--- src/rtl/mem_ctrl.sv ---
`timescale 1ns/1ps
// mem_ctrl: byte-serial memory controller between the CPU pipeline and a
// single-port 8-bit RAM bus.
//
// Serves 32-bit instruction fetches (if_request/if_addr -> if_inst/if_enable)
// and 1/2/4-byte loads and stores (mem_* ports). A load/store request wins over
// a simultaneous fetch. Each access is split into byte cycles on ram_a/ram_dout/
// ram_wr, with read bytes arriving on ram_din one cycle after their address.
// A taken jump (jump_or_not) aborts an in-flight fetch. rdy low freezes the
// controller and suppresses ram_wr.
//
// Ports: clk, rst (sync, active-high), rdy; fetch side if_request, if_addr,
// if_inst, if_enable, jump_or_not; load/store side mem_request, mem_write,
// mem_addr, mem_len, mem_wdata, mem_rdata, mem_enable; RAM side ram_din,
// ram_dout, ram_a, ram_wr; io_buffer_full.
//
// Build option: define MEMCTRL_IO_STALL_EN to hold off stores to the IO window
// (mem_addr[17:16] == 2'b11) while io_buffer_full is high. Without it,
// io_buffer_full has no effect.
module mem_ctrl (
  input  logic        clk,
  input  logic        rst,
  input  logic        rdy,
  input  logic        if_request,
  input  logic [31:0] if_addr,
  output logic [31:0] if_inst,
  output logic        if_enable,
  input  logic        jump_or_not,
  input  logic        mem_request,
  input  logic        mem_write,
  input  logic [31:0] mem_addr,
  input  logic [1:0]  mem_len,
  input  logic [31:0] mem_wdata,
  output logic [31:0] mem_rdata,
  output logic        mem_enable,
  input  logic [7:0]  ram_din,
  output logic [7:0]  ram_dout,
  output logic [31:0] ram_a,
  output logic        ram_wr,
  input  logic        io_buffer_full
);

  typedef enum logic [2:0] {IDLE, IF_RD, MEM_RD, MEM_WR, DONE} state_t;

  state_t      state_r, state_nxt_s;
  logic [2:0]  cnt_r, cnt_nxt_s, cnt_inc_s;
  logic [2:0]  len_r, len_nxt_s;
  logic [31:0] base_r, base_nxt_s;
  logic [31:0] wdata_r, wdata_nxt_s;
  logic [31:0] data_r, data_nxt_s, data_upd_s;
  logic        is_if_r, is_if_nxt_s;
  logic [31:0] if_inst_r, if_inst_nxt_s;
  logic        if_enable_r, if_enable_nxt_s;
  logic [31:0] mem_rdata_r, mem_rdata_nxt_s;
  logic        mem_enable_r, mem_enable_nxt_s;
  logic [31:0] ram_a_r, ram_a_nxt_s;
  logic [7:0]  ram_dout_r, ram_dout_nxt_s;
  logic        ram_wr_r, ram_wr_nxt_s;
  logic        io_block_s;

  // Byte count of a load/store; the reserved encoding 11 behaves as a word.
  function automatic logic [2:0] len_of(input logic [1:0] l);
    case (l)
      2'b00:   len_of = 3'd1;
      2'b01:   len_of = 3'd2;
      default: len_of = 3'd4;
    endcase
  endfunction

  function automatic logic [7:0] get_byte(input logic [31:0] w, input logic [2:0] idx);
    case (idx)
      3'd0:    get_byte = w[7:0];
      3'd1:    get_byte = w[15:8];
      3'd2:    get_byte = w[23:16];
      3'd3:    get_byte = w[31:24];
      default: get_byte = 8'h00;
    endcase
  endfunction

  function automatic logic [31:0] put_byte(input logic [31:0] w, input logic [2:0] idx,
                                           input logic [7:0] b);
    put_byte = w;
    case (idx)
      3'd0:    put_byte[7:0]   = b;
      3'd1:    put_byte[15:8]  = b;
      3'd2:    put_byte[23:16] = b;
      3'd3:    put_byte[31:24] = b;
      default: put_byte = w;
    endcase
  endfunction

`ifdef MEMCTRL_IO_STALL_EN
  assign io_block_s = mem_request & mem_write & (mem_addr[17:16] == 2'b11) & io_buffer_full;
`else
  assign io_block_s = io_buffer_full & 1'b0;
`endif

  assign cnt_inc_s  = cnt_r + 3'd1;
  // ram_din in the cycle with cnt = k belongs to byte k-1.
  assign data_upd_s = put_byte(data_r, cnt_r - 3'd1, ram_din);

  // Next-state and next-output logic; outputs are registered so each value
  // computed here is what the bus sees in the following cycle.
  always_comb begin
    state_nxt_s      = state_r;
    cnt_nxt_s        = cnt_r;
    len_nxt_s        = len_r;
    base_nxt_s       = base_r;
    wdata_nxt_s      = wdata_r;
    data_nxt_s       = data_r;
    is_if_nxt_s      = is_if_r;
    if_inst_nxt_s    = if_inst_r;
    if_enable_nxt_s  = 1'b0;
    mem_rdata_nxt_s  = mem_rdata_r;
    mem_enable_nxt_s = 1'b0;
    ram_a_nxt_s      = 32'h0;
    ram_dout_nxt_s   = 8'h00;
    ram_wr_nxt_s     = 1'b0;
    case (state_r)
      IDLE: begin
        if (mem_request && !io_block_s) begin
          base_nxt_s  = mem_addr;
          len_nxt_s   = len_of(mem_len);
          wdata_nxt_s = mem_wdata;
          data_nxt_s  = 32'h0;
          cnt_nxt_s   = 3'd0;
          is_if_nxt_s = 1'b0;
          ram_a_nxt_s = mem_addr;
          if (mem_write) begin
            state_nxt_s    = MEM_WR;
            ram_wr_nxt_s   = 1'b1;
            ram_dout_nxt_s = mem_wdata[7:0];
          end else begin
            state_nxt_s = MEM_RD;
          end
        end else if (!mem_request && if_request && !jump_or_not) begin
          // A pending (even IO-stalled) load/store keeps fetches waiting.
          state_nxt_s = IF_RD;
          base_nxt_s  = if_addr;
          len_nxt_s   = 3'd4;
          data_nxt_s  = 32'h0;
          cnt_nxt_s   = 3'd0;
          is_if_nxt_s = 1'b1;
          ram_a_nxt_s = if_addr;
        end else begin
          state_nxt_s = IDLE;
        end
      end
      IF_RD, MEM_RD: begin
        if ((state_r == IF_RD) && jump_or_not) begin
          state_nxt_s = IDLE;
          cnt_nxt_s   = 3'd0;
          data_nxt_s  = 32'h0;
        end else if (cnt_r == len_r) begin
          state_nxt_s = DONE;
          cnt_nxt_s   = 3'd0;
          data_nxt_s  = data_upd_s;
          if (is_if_r) begin
            if_inst_nxt_s   = data_upd_s;
            if_enable_nxt_s = 1'b1;
          end else begin
            mem_rdata_nxt_s  = data_upd_s;
            mem_enable_nxt_s = 1'b1;
          end
        end else begin
          cnt_nxt_s = cnt_inc_s;
          if (cnt_r != 3'd0) begin
            data_nxt_s = data_upd_s;
          end else begin
            data_nxt_s = data_r;
          end
          if (cnt_inc_s < len_r) begin
            ram_a_nxt_s = base_r + {29'd0, cnt_inc_s};
          end else begin
            ram_a_nxt_s = 32'h0;
          end
        end
      end
      MEM_WR: begin
        if (cnt_inc_s == len_r) begin
          state_nxt_s      = DONE;
          cnt_nxt_s        = 3'd0;
          mem_enable_nxt_s = 1'b1;
        end else begin
          cnt_nxt_s      = cnt_inc_s;
          ram_a_nxt_s    = base_r + {29'd0, cnt_inc_s};
          ram_dout_nxt_s = get_byte(wdata_r, cnt_inc_s);
          ram_wr_nxt_s   = 1'b1;
        end
      end
      DONE: begin
        state_nxt_s = IDLE;
        cnt_nxt_s   = 3'd0;
      end
      default: begin
        state_nxt_s = IDLE;
        cnt_nxt_s   = 3'd0;
      end
    endcase
  end

  // State and output registers; rdy low freezes everything, including a DONE strobe.
  always_ff @(posedge clk) begin
    if (rst) begin
      state_r      <= IDLE;
      cnt_r        <= 3'd0;
      len_r        <= 3'd0;
      base_r       <= 32'h0;
      wdata_r      <= 32'h0;
      data_r       <= 32'h0;
      is_if_r      <= 1'b0;
      if_inst_r    <= 32'h0;
      if_enable_r  <= 1'b0;
      mem_rdata_r  <= 32'h0;
      mem_enable_r <= 1'b0;
      ram_a_r      <= 32'h0;
      ram_dout_r   <= 8'h00;
      ram_wr_r     <= 1'b0;
    end else if (rdy) begin
      state_r      <= state_nxt_s;
      cnt_r        <= cnt_nxt_s;
      len_r        <= len_nxt_s;
      base_r       <= base_nxt_s;
      wdata_r      <= wdata_nxt_s;
      data_r       <= data_nxt_s;
      is_if_r      <= is_if_nxt_s;
      if_inst_r    <= if_inst_nxt_s;
      if_enable_r  <= if_enable_nxt_s;
      mem_rdata_r  <= mem_rdata_nxt_s;
      mem_enable_r <= mem_enable_nxt_s;
      ram_a_r      <= ram_a_nxt_s;
      ram_dout_r   <= ram_dout_nxt_s;
      ram_wr_r     <= ram_wr_nxt_s;
    end
  end

  assign if_inst    = if_inst_r;
  assign if_enable  = if_enable_r;
  assign mem_rdata  = mem_rdata_r;
  assign mem_enable = mem_enable_r;
  assign ram_a      = ram_a_r;
  assign ram_dout   = ram_dout_r;
  // A frozen write cycle must not hit the RAM.
  assign ram_wr     = ram_wr_r & rdy;

endmodule

--- config.mk ---
export PLATFORM = sky130hd
export DESIGN_NAME = mem_ctrl
export DESIGN_NICKNAME = d
export VERILOG_FILES = /design/src/rtl/mem_ctrl.sv
export SDC_FILE = /design/constraint.sdc
export NUM_CORES = 1
export LEC_CHECK = 0
export ABC_AREA = 1
export CELL_PAD_IN_SITES_DETAIL_PLACEMENT = 0
export CELL_PAD_IN_SITES_GLOBAL_PLACEMENT = 1
export CORE_MARGIN = 2
export CORE_UTILIZATION = 26
export DETAILED_ROUTE_END_ITERATION = 10
export PLACE_DENSITY_LB_ADDON = 0.08
export SLEW_MARGIN = 0
export SYNTH_ARGS = -nofsm -noshare
export SYNTH_HDL_FRONTEND = slang
export SYNTH_SLANG_ARGS = --single-unit
--- constraint.sdc ---
create_clock -name clk -period 2.7 [get_ports clk]
set_input_delay 0.405 -clock clk [delete_from_list [all_inputs] [get_ports clk]]
set_output_delay 0.405 -clock clk [all_outputs]
set_load 0.02 [all_outputs]
Word level (Yosys, flattened, before mapping)
Cells that the tools add are included.
{ "word_totals": {"register_bits": 213, "in_bits": 114, "output_inout_bits": 107, "word_cells": 112} }
{ "classes": {"n_addsub": 3, "n_lt_le_gt_ge": 1, "n_eq_ne": 16, "n_mux": 55, "n_bitwise": 3, "reduce_logical": 20} }
{ "op_table": {"columns": ["op", "n"], "rows": [
  ["$mux 32", 13],
  ["$pmux 32 s3", 1],
  ["$pmux 32 s2", 1],
  ["$mux 8", 7],
  ["$mux 3", 11],
  ["$add 32x3->32", 1],
  ["$pmux 8 s4", 1],
  ["$eq 3x2->1 const B", 6],
  ["$pmux 3 s3", 2],
  ["$pmux 8 s2", 1],
  ["$mux 1", 15],
  ["$reduce_and 5->1", 2],
  ["$eq 3x1->1 const B", 3],
  ["$logic_not 3->1", 3],
  ["$reduce_and 3->1", 3],
  ["$eq 3x3->1", 2],
  ["$ne 3x3->1 const B", 2],
  ["$pmux 3 s2", 1],
  ["$ne 4x4->1 const B", 1],
  ["$pmux 1 s2", 2],
  ["$reduce_and 4->1", 1],
  ["$reduce_bool 2->1", 2],
  ["$add 3x1->3 const B", 1],
  ["$logic_and 1x1->1", 3],
  ["11 further kinds", 13]
]} }

Logic depth before layout (Yosys ltp)
Gate-level depths: netlist of the first run.
{ "logic_depth": {"ltp_word": 7, "mapped_depth": 14, "mapped_depth_nobuf": 14} }

Worst setup path before layout of the first run
Ideal clock, no wire load.
{ "synth_path": {"path_kind": "flip-flop to flip-flop", "start": "register cnt_r[1]", "end": "register ram_a_r[13] (netlist: ram_a[13])", "t_arrival_ns": 2.171, "setup_slack_ns": 0.459, "path_stages_with_launch": 12, "n_path_buf": 1, "path_cell_list": "dfxtp_1 -> ha_1 -> xor2_2 -> ha_1 -> a31oi_1 -> inv_1 -> nand2_2 -> nand2_1 -> buf_2 -> o21ai_0 -> nand2_1 -> a21oi_1"} }
{ "synth_between": {"elab_chain_len": 6, "elab_cells_between_ends": 10, "cone_classes": "add/sub (2); order compare (1); eq/ne (2); mux (5)"} }
{ "synth_rtl": {"columns": ["item", "line_no", "text"], "rows": [
  ["from (decl)", "46", "logic [2:0] cnt_r, cnt_nxt_s, cnt_inc_s;"],
  ["from (signal assigned)", "221", "cnt_r <= cnt_nxt_s;"],
  ["$add 3x1->3", "98", "assign cnt_inc_s = cnt_r + 3'd1;"],
  ["$add 32x3->32 or $lt 3x3->1 (tied branches)", "173, 186, 172", null],
  ["$mux 32", "172", "if (cnt_inc_s < len_r) begin"],
  ["$mux 32", "154", "end else if (cnt_r == len_r) begin"],
  ["$mux 32", "150", "if ((state_r == IF_RD) && jump_or_not) begin"],
  ["$pmux 32 s3 *", "119", "case (state_r)"],
  ["to (signal assigned)", "231", "ram_a_r <= ram_a_nxt_s;"],
  ["to (decl)", "56", "logic [31:0] ram_a_r, ram_a_nxt_s;"]
]} }
Every way passes the cells marked *; elsewhere a longest branch is shown, timed or not.
A chain may end at the register's enable or synchronous reset.

Final worst setup path of the first run
{ "layout_path": {"start": "register cnt_r[0]", "end": "register ram_a_r[8] (netlist: ram_a[8])"} }
Same word-level chain as after synthesis.

==> metrics.cfg, run 1 <==
[cts]
cts_made_buffers = 27
hold_buffers = 0
htreeDepth = 1
clock_sinks = 213
clkLatencyLatePin_ns = 0.56
cts_tree = done
cts-root-buf = clkbuf_16
clock_path_buffers = 3
clk_pin_slew_ns = 0.06

[timing]
fin_skew_ns = 0.0279
maxSlewHeadroom = 0.290
hold_viol = 0
min_period_over_period = 0.921
holdWs_ns = 0.266
final.min_clock_period_ns = 2.49
rsz0062_at_grt = no
final.setup.tns_ns = 0
drv_slew = 0
setup_viol = 0
setup_slack_ns = 0.213
fmax_mhz = 402
worst_slew_pin_slew_ns = 1.06

[detailed_routing]
final_antenna_net_count = 0
route.detailed.drc = 0
wirelength_um = 37000
vias = 10500
wl_per_cell_um = 16.0
dr.pass1.iters = 5
vias_per_cell = 4.55
drt_iter0_markers = 428

[cells_and_area]
ff_latch_area_mm2 = 0.00427
multi_input_area_mm2 = 0.00516
mostFrequentLayoutCell = nand2_1
n_antenna_cell = 0
drive_gt1_frac = 0.0672
mostFrequentLayoutCells = 435 x nand2_1, 217 x clkdlybuf4s50_1, 212 x dfxtp_1
fin_cells = 2312
nFillCells = 4361
fin_nets = 1898
area_delta_synth_final_pct = 36.1
final_util = 0.358

[floorplanning]
die_h_um = 204
initial_core_util = 0.263
io_pins = 221
rows = 73
core_mm2 = 0.0395
dieWidth_um = 204
die_area_mm2 = 0.0416

[synthesis]
syn_nets = 1691
synth_edf_count = 0
ys_warn_count = 0
syn_inst = 1563
synth_area_per_cell_um2 = 6.65
netlist_area_mm2 = 0.0104
netlist-cell-type-count = 39
ys_seq_elements = 213
synth_top_area_frac = 0.410
synth_area_leaders = dfxtp_1 41%, nand2_1 16%, a21oi_1 8.7%, o21ai_0 7.8%, inv_1 5.6%
ys_seq_area_frac = 0.410
synth_area_leader_cell = dfxtp_1
async_reset_ff_frac = 0
yosys_most_used_dff = dfxtp_1

[placed_design]
io_buffers = 219
gp_congestion = 0.823
dp.cells = 2264
dp_hpwl_um = 26100
pre_cts_ws_ns = 0.00125

[worst_setup_path]
critPathArrivalTime_ns = 2.95
crit_required_ns = 3.16
cp_slowest_cell = fa_1
crit_type = flop to flop
slowest_delay_ns = 0.46
critPathBufInv = 2
worstSetupEndpointType = flop
critPathTopFamily = adder cells
critPathMostFrequentCell = nand2_1
start_kind = flop
cp_max_fo = 5
path_cells = inv_1 -> ha_1 -> fa_1 -> nand2_1 -> nand2_1 -> nand3_2 -> buf_4 -> nor2_1 -> xor2_1 -> o21ai_0 -> nand2_1 -> a21oi_1

[global_routing]
grt_pass1_wl_um = 58100
grtUsageTotal = 0.177
grt_pass1_vias = 10300
grt_max_degree = 82
grt_antenna_before_repair = 2
gr-total-overflow = 0

[status]
status = finished, final reports clean

[power_and_ir_drop]
pwr_density_cell_mw_per_mm2 = 564
vdd_drop_max_mv = 0.332
leakage_nw = 5.72

[worst_hold_path]
hp-class = input pin to flop

[flow_run]
drv_cap = 0

-- per-layer routing --
layer | vias to the layer above | global-route usage | wire length, um
met5 | - | 0 | 26
met4 | 4 | 0.0326 | 479
met3 | 33 | 0.0269 | 1480
met2 | 163 | 0.297 | 17200
met1 | 4849 | 0.241 | 17800
li1 | 5466 | - | -
-- flip-flops by register name, summed over array words and instances, names as in the netlist, 8 cells and up --
signal	cells
base_r	32
mem_rdata	32
if_inst	32
ram_dout	8
wdata_r	32
data_r	32
ram_a	32
-- worst paths after layout --
check | from | to | slack [ns] | depth (start not counted)
setup / recovery | cnt_r[0] | ram_a[8] | 0.21 | 12
hold / removal | rdy | cnt_r[0] | 0.27 | 3
hold reg to reg | mem_rdata[17] | mem_rdata[17] | 0.44 | 2
setup reg to reg | cnt_r[0] | ram_a[8] | 0.21 | 12
-- where the power goes --
group	total, W	internal, W	switching (W)
clock network	0.00354	0.00207	0.00146
registers	0.00337	0.00328	0.0000948
logic	0.00106	0.000430	0.000629
-- timing repair --
| item | CTS | global route |
|---|---|---|
| setup endpoints to repair | 0 | 31 |
| setup buffers | 0 | 2 |
| gates resized for setup | 0 | 4 |
-- tightest hold or removal path, delay by kind of cell --
kind                   cells  cell delay (ns)
AO/OA/AOI/OAI              1             0.05
AND/OR/NAND/NOR            1             0.12
buffers and inverters      1             0.20
-- stage by stage --
step           total power [W]  area [um^2]
3_3_place_gp           0.00452        13300
6_report               0.00797        14100
3_5_place_dp           0.00452        13300
2_1_floorplan          0.00402        10400
4_1_cts                0.00811        14100
5_1_grt                0.00837        14100
-- kinds of logic after synthesis --
| logic type | count (synthesis) | share of synthesized area |
|---|---|---|
| simple gates | 697 | 0.279 |
| compound gates | 375 | 0.185 |
| fa+ha+maj | 14 | 0.0176 |
| buf+inv | 250 | 0.0955 |
| xor+xnor | 14 | 0.0132 |
| flops | 213 | 0.410 |
-- cells in the mapped netlist (4+ instances only) --
master and instances:
a211oi_1 4, a21oi_1 180, a31oi_1 10, buf_1 11, buf_2 14, buf_4 5, clkbuf_1 55, dfxtp_1 213
ha_1 13, inv_1 155, inv_2 4, nand2_1 435, nand2_2 4, nand3_1 109, nand4_1 21, nor2_1 112
nor2_2 7, o21ai_0 161, o21ai_1 14, xor2_1 11
-- cell type report --
class,instances,share of cell area
Clock buffer,39,0.0545
Multi-Input combinational cell,1100,0.365
Tap cell,525,0.0465
Sequential cell,213,0.302
Timing Repair Buffer,267,0.184
Inverter,161,0.0428
Clock inverter,7,0.00557
Power figures use the tool's default switching activity.
==> run 2: changes to the inputs <==
--- a/config.mk
+++ b/config.mk
@@ -11,8 +11,8 @@
 export CORE_MARGIN = 2
 export CORE_UTILIZATION = 26
 export DETAILED_ROUTE_END_ITERATION = 10
-export PLACE_DENSITY_LB_ADDON = 0.08
-export SLEW_MARGIN = 0
+export PLACE_DENSITY = 0.69
+export SLEW_MARGIN = 20
 export SYNTH_ARGS = -nofsm -noshare
 export SYNTH_HDL_FRONTEND = slang
 export SYNTH_SLANG_ARGS = --single-unit
==> metrics.cfg, run 2 (synthesis results as in run 1) <==
[status]
status = finished, final reports clean

[power_and_ir_drop]
switchingPower_w = 0.00207
comb_power_share = 0.136
internal_power_w = 0.00564
clockPowerShare = 0.426
swShare = 0.269
pwr_density_cell_mw_per_mm2 = 548
leakage_nw = 5.68
power_w = 0.00771
power_frac_seq = 0.437
vdd_drop_max_mv = 0.286

[global_routing]
grt_pass1_vias = 9875
grt_antenna_before_repair = 4
gr-total-overflow = 0
grt_pass1_wl_um = 54400
grt_max_degree = 91
grtUsageTotal = 0.163

[timing]
rsz0062_at_grt = yes
holdWs_ns = 0.298
fmax_mhz = 401
setup_slack_ns = 0.205
final.min_clock_period_ns = 2.49
maxSlewHeadroom = 0.596
drv_slew = 0
min_period_over_period = 0.924
hold_viol = 0
worst_slew_pin_slew_ns = 0.600
setup_viol = 0
final.setup.tns_ns = 0
fin_skew_ns = 0.0171

[detailed_routing]
drt_iter0_markers = 617
vias = 10400
dr.pass1.iters = 7
wirelength_um = 34400
vias_per_cell = 4.52
wl_per_cell_um = 14.9
final_antenna_net_count = 0
route.detailed.drc = 0

[floorplanning]
rows = 73
initial_core_util = 0.263
io_pins = 221
dieWidth_um = 204
core_mm2 = 0.0395
die_area_mm2 = 0.0416
die_h_um = 204

[cells_and_area]
drive_gt1_frac = 0.0646
mostFrequentLayoutCells = 434 x nand2_1, 217 x clkdlybuf4s50_1, 213 x dfxtp_1
fin_cells = 2307
mostFrequentLayoutCell = nand2_1
area_delta_synth_final_pct = 35.3
fin_nets = 1893

[worst_setup_path]
cp_slowest_cell = nor2_2
slowest_delay_ns = 0.40
rr_endpoint = ram_a[28]
crit_required_ns = 3.16
critPathArrivalTime_ns = 2.96
critPathTopFamily = simple AND/OR/NAND/NOR gates
r2r_setup_slack_ns = 0.21
cp_max_fo = 9
start_kind = flop
worstRegToRegCells = 13
crit_type = flop to flop
path_cells = ha_1 -> xor2_2 -> ha_1 -> nand2_1 -> nand2_1 -> nand3_1 -> nor2_2 -> nand3_1 -> nand2_1 -> nand3_1 -> nand2_1 -> nand2_1 -> a21oi_1
r2r_start = cnt_r[1]
worstSetupEndpointType = flop
critPathBufInv = 0
critPathMostFrequentCell = nand2_1

[flow_run]
drv_cap = 0

[cts]
htreeDepth = 1
cts-root-buf = clkbuf_16
cts_tree = done
clock_path_buffers = 3
clkLatencyLatePin_ns = 0.53
clock_sinks = 213
hold_buffers = 0
clk_pin_slew_ns = 0.06
cts_made_buffers = 25

[worst_hold_path]
holdCritStartpoint = rdy
min_to = ram_a[17]
whs_path_depth = 3
hp-class = input pin to flop

[placed_design]
gp_congestion = 0.849
dp_hpwl_um = 24500
pre_cts_ws_ns = 0.189
io_buffers = 219
dp.cells = 2263

## run 2: per-layer routing
metal,vias to the layer above,part of all wire,wire length [um],GRT usage
met5,-,0.0013,43,0
met4,6,0.016,536,0.0331
met3,46,0.058,1980,0.0303
met2,222,0.47,16100,0.276
met1,4694,0.46,15800,0.216
li1,5456,-,-,-
## run 2: final cells by class
| cell class | instances | area [um^2] |
|---|---|---|
| Clock buffer | 34 | 709 |
| Antenna cell | 1 | 2.50 |
| Inverter | 161 | 604 |
| Clock inverter | 9 | 76.3 |
| Timing Repair Buffer | 264 | 2610 |
| Tap cell | 525 | 657 |
| Fill cell | 4322 | 25500 |
| Sequential cell | 213 | 4260 |
| Multi-Input combinational cell | 1100 | 5140 |
## run 2: how the worst max path moves through the flow
| stage | from | to | slack [ns] | cells after the start |
|---|---|---|---|---|
| 2_1_floorplan | cnt_r[1] | ram_a[13] | 0.46 | 11 |
| 3_3_place_gp | cnt_r[1] | ram_a[28] | 0.25 | 13 |
| 3_5_place_dp | jump_or_not | data_r[6] | 0.19 | 11 |
| 4_1_cts | cnt_r[1] | ram_a[11] | 0.16 | 10 |
| 5_1_grt | cnt_r[1] | ram_a[28] | -0.11 | 13 |
| 6_report | cnt_r[1] | ram_a[28] | 0.21 | 13 |
## run 2: worst reg2reg max path, delay by kind of cell, from the launching register on
kind	cells	cell delay, ns
AOI/OAI and AO/OA	1	0.11
xor gates and xnor gates	1	0.28
adders and majority gates	2	0.47
DFF	1	0.39
and+or+nand+nor	9	1.18
## run 2: power by group through the flow
stage / Combinational, W / Clock, W / Sequential [W]
floorplan: 0.000538 / 0 / 0.00348
global placement: 0.00106 / 0 / 0.00344
detailed placement: 0.00106 / 0 / 0.00344
CTS: 0.00107 / 0.00340 / 0.00337
global route: 0.00118 / 0.00355 / 0.00339
finish: 0.00105 / 0.00329 / 0.00337
## run 2: repair_timing
item,in CTS,in global routing
buffers inserted,0,0
resized for setup,0,4
setup endpoints to repair,0,11
## run 2: stage by stage
step	cell area [um^2]	util
final	14100	0.356
after global routing	14100	0.356
after CTS	14100	0.355
after detailed placement	13300	0.336
after global placement	13300	0.336
after floorplan	10400	-
==> run 3: changes to the inputs <==
--- a/config.mk
+++ b/config.mk
@@ -9,9 +9,9 @@
 export CELL_PAD_IN_SITES_DETAIL_PLACEMENT = 0
 export CELL_PAD_IN_SITES_GLOBAL_PLACEMENT = 1
 export CORE_MARGIN = 2
-export CORE_UTILIZATION = 26
+export CORE_UTILIZATION = 36
 export DETAILED_ROUTE_END_ITERATION = 10
-export PLACE_DENSITY = 0.69
+export PLACE_DENSITY = 0.89
 export SLEW_MARGIN = 20
 export SYNTH_ARGS = -nofsm -noshare
 export SYNTH_HDL_FRONTEND = slang
==> metrics.cfg, run 3 (synthesis results as in run 1) <==
[detailed_routing]
route.detailed.drc = 0
wl_per_cell_um = 14.7
vias = 10600
dr.pass1.iters = 7
wirelength_um = 31700
vias_per_cell = 4.90
drt_iter0_markers = 712
final_antenna_net_count = 0

[floorplanning]
die_h_um = 174
io_pins = 221
initial_core_util = 0.364
rows = 62
die_area_mm2 = 0.0302
dieWidth_um = 174
core_mm2 = 0.0285

[cells_and_area]
area_delta_synth_final_pct = 32.8
drive_gt1_frac = 0.0648
fin_nets = 1886
final_util = 0.484
mostFrequentLayoutCells = 434 x nand2_1, 217 x clkdlybuf4s50_1, 211 x dfxtp_1
mostFrequentLayoutCell = nand2_1

[flow_run]
drv_cap = 0

[power_and_ir_drop]
pwr_density_cell_mw_per_mm2 = 548
swShare = 0.272
comb_power_share = 0.138
vdd_drop_max_mv = 0.404
internal_power_w = 0.00551
leakage_nw = 5.64
switchingPower_w = 0.00205
power_frac_seq = 0.446
clockPowerShare = 0.416

[timing]
hold_viol = 0
fmax_mhz = 392
setup_viol = 0
final.min_clock_period_ns = 2.55
maxSlewHeadroom = 0.635
min_period_over_period = 0.944
fin_skew_ns = 0.0113
holdWs_ns = 0.351
worst_slew_pin_slew_ns = 0.541
final.setup.tns_ns = 0
drv_slew = 0
rsz0062_at_grt = no

[global_routing]
gr-total-overflow = 0
grt_pass1_wl_um = 51800
grt_pass1_vias = 9931
grtUsageTotal = 0.207
grt_antenna_before_repair = 2
grt_max_degree = 82

[cts]
htreeDepth = 1
clock_sinks = 213
cts-root-buf = clkbuf_16
hold_buffers = 0
clkLatencyLatePin_ns = 0.53
clk_pin_slew_ns = 0.06
clock_path_buffers = 3
cts_made_buffers = 24
cts_tree = done

[worst_setup_path]
cp_max_fo = 7
critPathArrivalTime_ns = 3.01
crit_required_ns = 3.16
worstSetupEndpointType = flop
start_kind = flop
crit_type = flop to flop
worstRegToRegCells = 12

[worst_hold_path]
whs_path_depth = 3
hp-class = input pin to flop

[placed_design]
gp_congestion = 0.909
io_buffers = 219
dp_hpwl_um = 22300

[status]
status = finished, final reports clean

[run 3: changes by cell type in the layout (fill, tap and decap cells not counted), moves of 3 or more]
cell	change
buf_4	-4
clkbuf_1	-3
clkinv_2	+3
o21ai_0	+3
o21ai_1	-3
[run 3: routing by layer]
metal	routed length, um	vias to the layer above	global-route usage
met5	0	-	0
met4	826	0	0.0641
met3	1810	55	0.0341
met2	15000	281	0.349
met1	14100	4817	0.272
li1	-	5438	-
[run 3: final cells by class]
cell class	instances	area (um^2)
fillers	2960	14700
well taps	384	480
clock buffers	31	687
multi-input cells	1100	5140
clock inverters	12	77.6
repair buffers	258	2540
diodes	2	5.00
inverters	161	604
flip-flops and latches	213	4270
[run 3: power groups by stage]
stage	combinational, W	clock, W	sequential [W]
after floorplan	0.000538	0	0.00348
after global placement	0.00103	0	0.00344
after detailed placement	0.00105	0	0.00344
after CTS	0.00105	0.00321	0.00337
after global routing	0.00116	0.00336	0.00339
final	0.00104	0.00315	0.00337
[run 3: what timing repair did]
| action | CTS | global route |
|---|---|---|
| resized for setup | 0 | 4 |
| buffers inserted | 0 | 0 |
| setup endpoints to repair | 0 | 20 |
[run 3: through the flow]
| step | power [W] | std cells | instance area [um^2] | worst slack, ns |
|---|---|---|---|---|
| 2_1_floorplan | 0.00402 | 1563 | 10400 | 0.459 |
| 3_3_place_gp | 0.00447 | 2116 | 13000 | 0.164 |
| 3_5_place_dp | 0.00449 | 2116 | 13000 | 0.0463 |
| 4_1_cts | 0.00763 | 2159 | 13800 | 0.0258 |
| 5_1_grt | 0.00791 | 2160 | 13800 | 0.0479 |
| 6_report | 0.00756 | 2161 | 13800 | 0.150 |
[run 3: final timing paths]
kind                 start             to  slack [ns]
max               cnt_r[1]       ram_a[8]        0.15
min                    rdy       ram_a[7]        0.35
max reg2reg       cnt_r[1]       ram_a[8]        0.15
min reg2reg  mem_rdata[11]  mem_rdata[11]        0.44
[run 3: worst max-delay path, stage by stage (launching register included)]
cell     delay [ns]
dfxtp_2        0.41
inv_1          0.08
ha_1           0.38
fa_1           0.47
nand2_1        0.09
nand2_1        0.08
nand3_1        0.21
buf_4          0.17
nor2_1         0.04
xor2_1         0.13
o21ai_0        0.21
nand2_1        0.08
a21oi_1        0.12
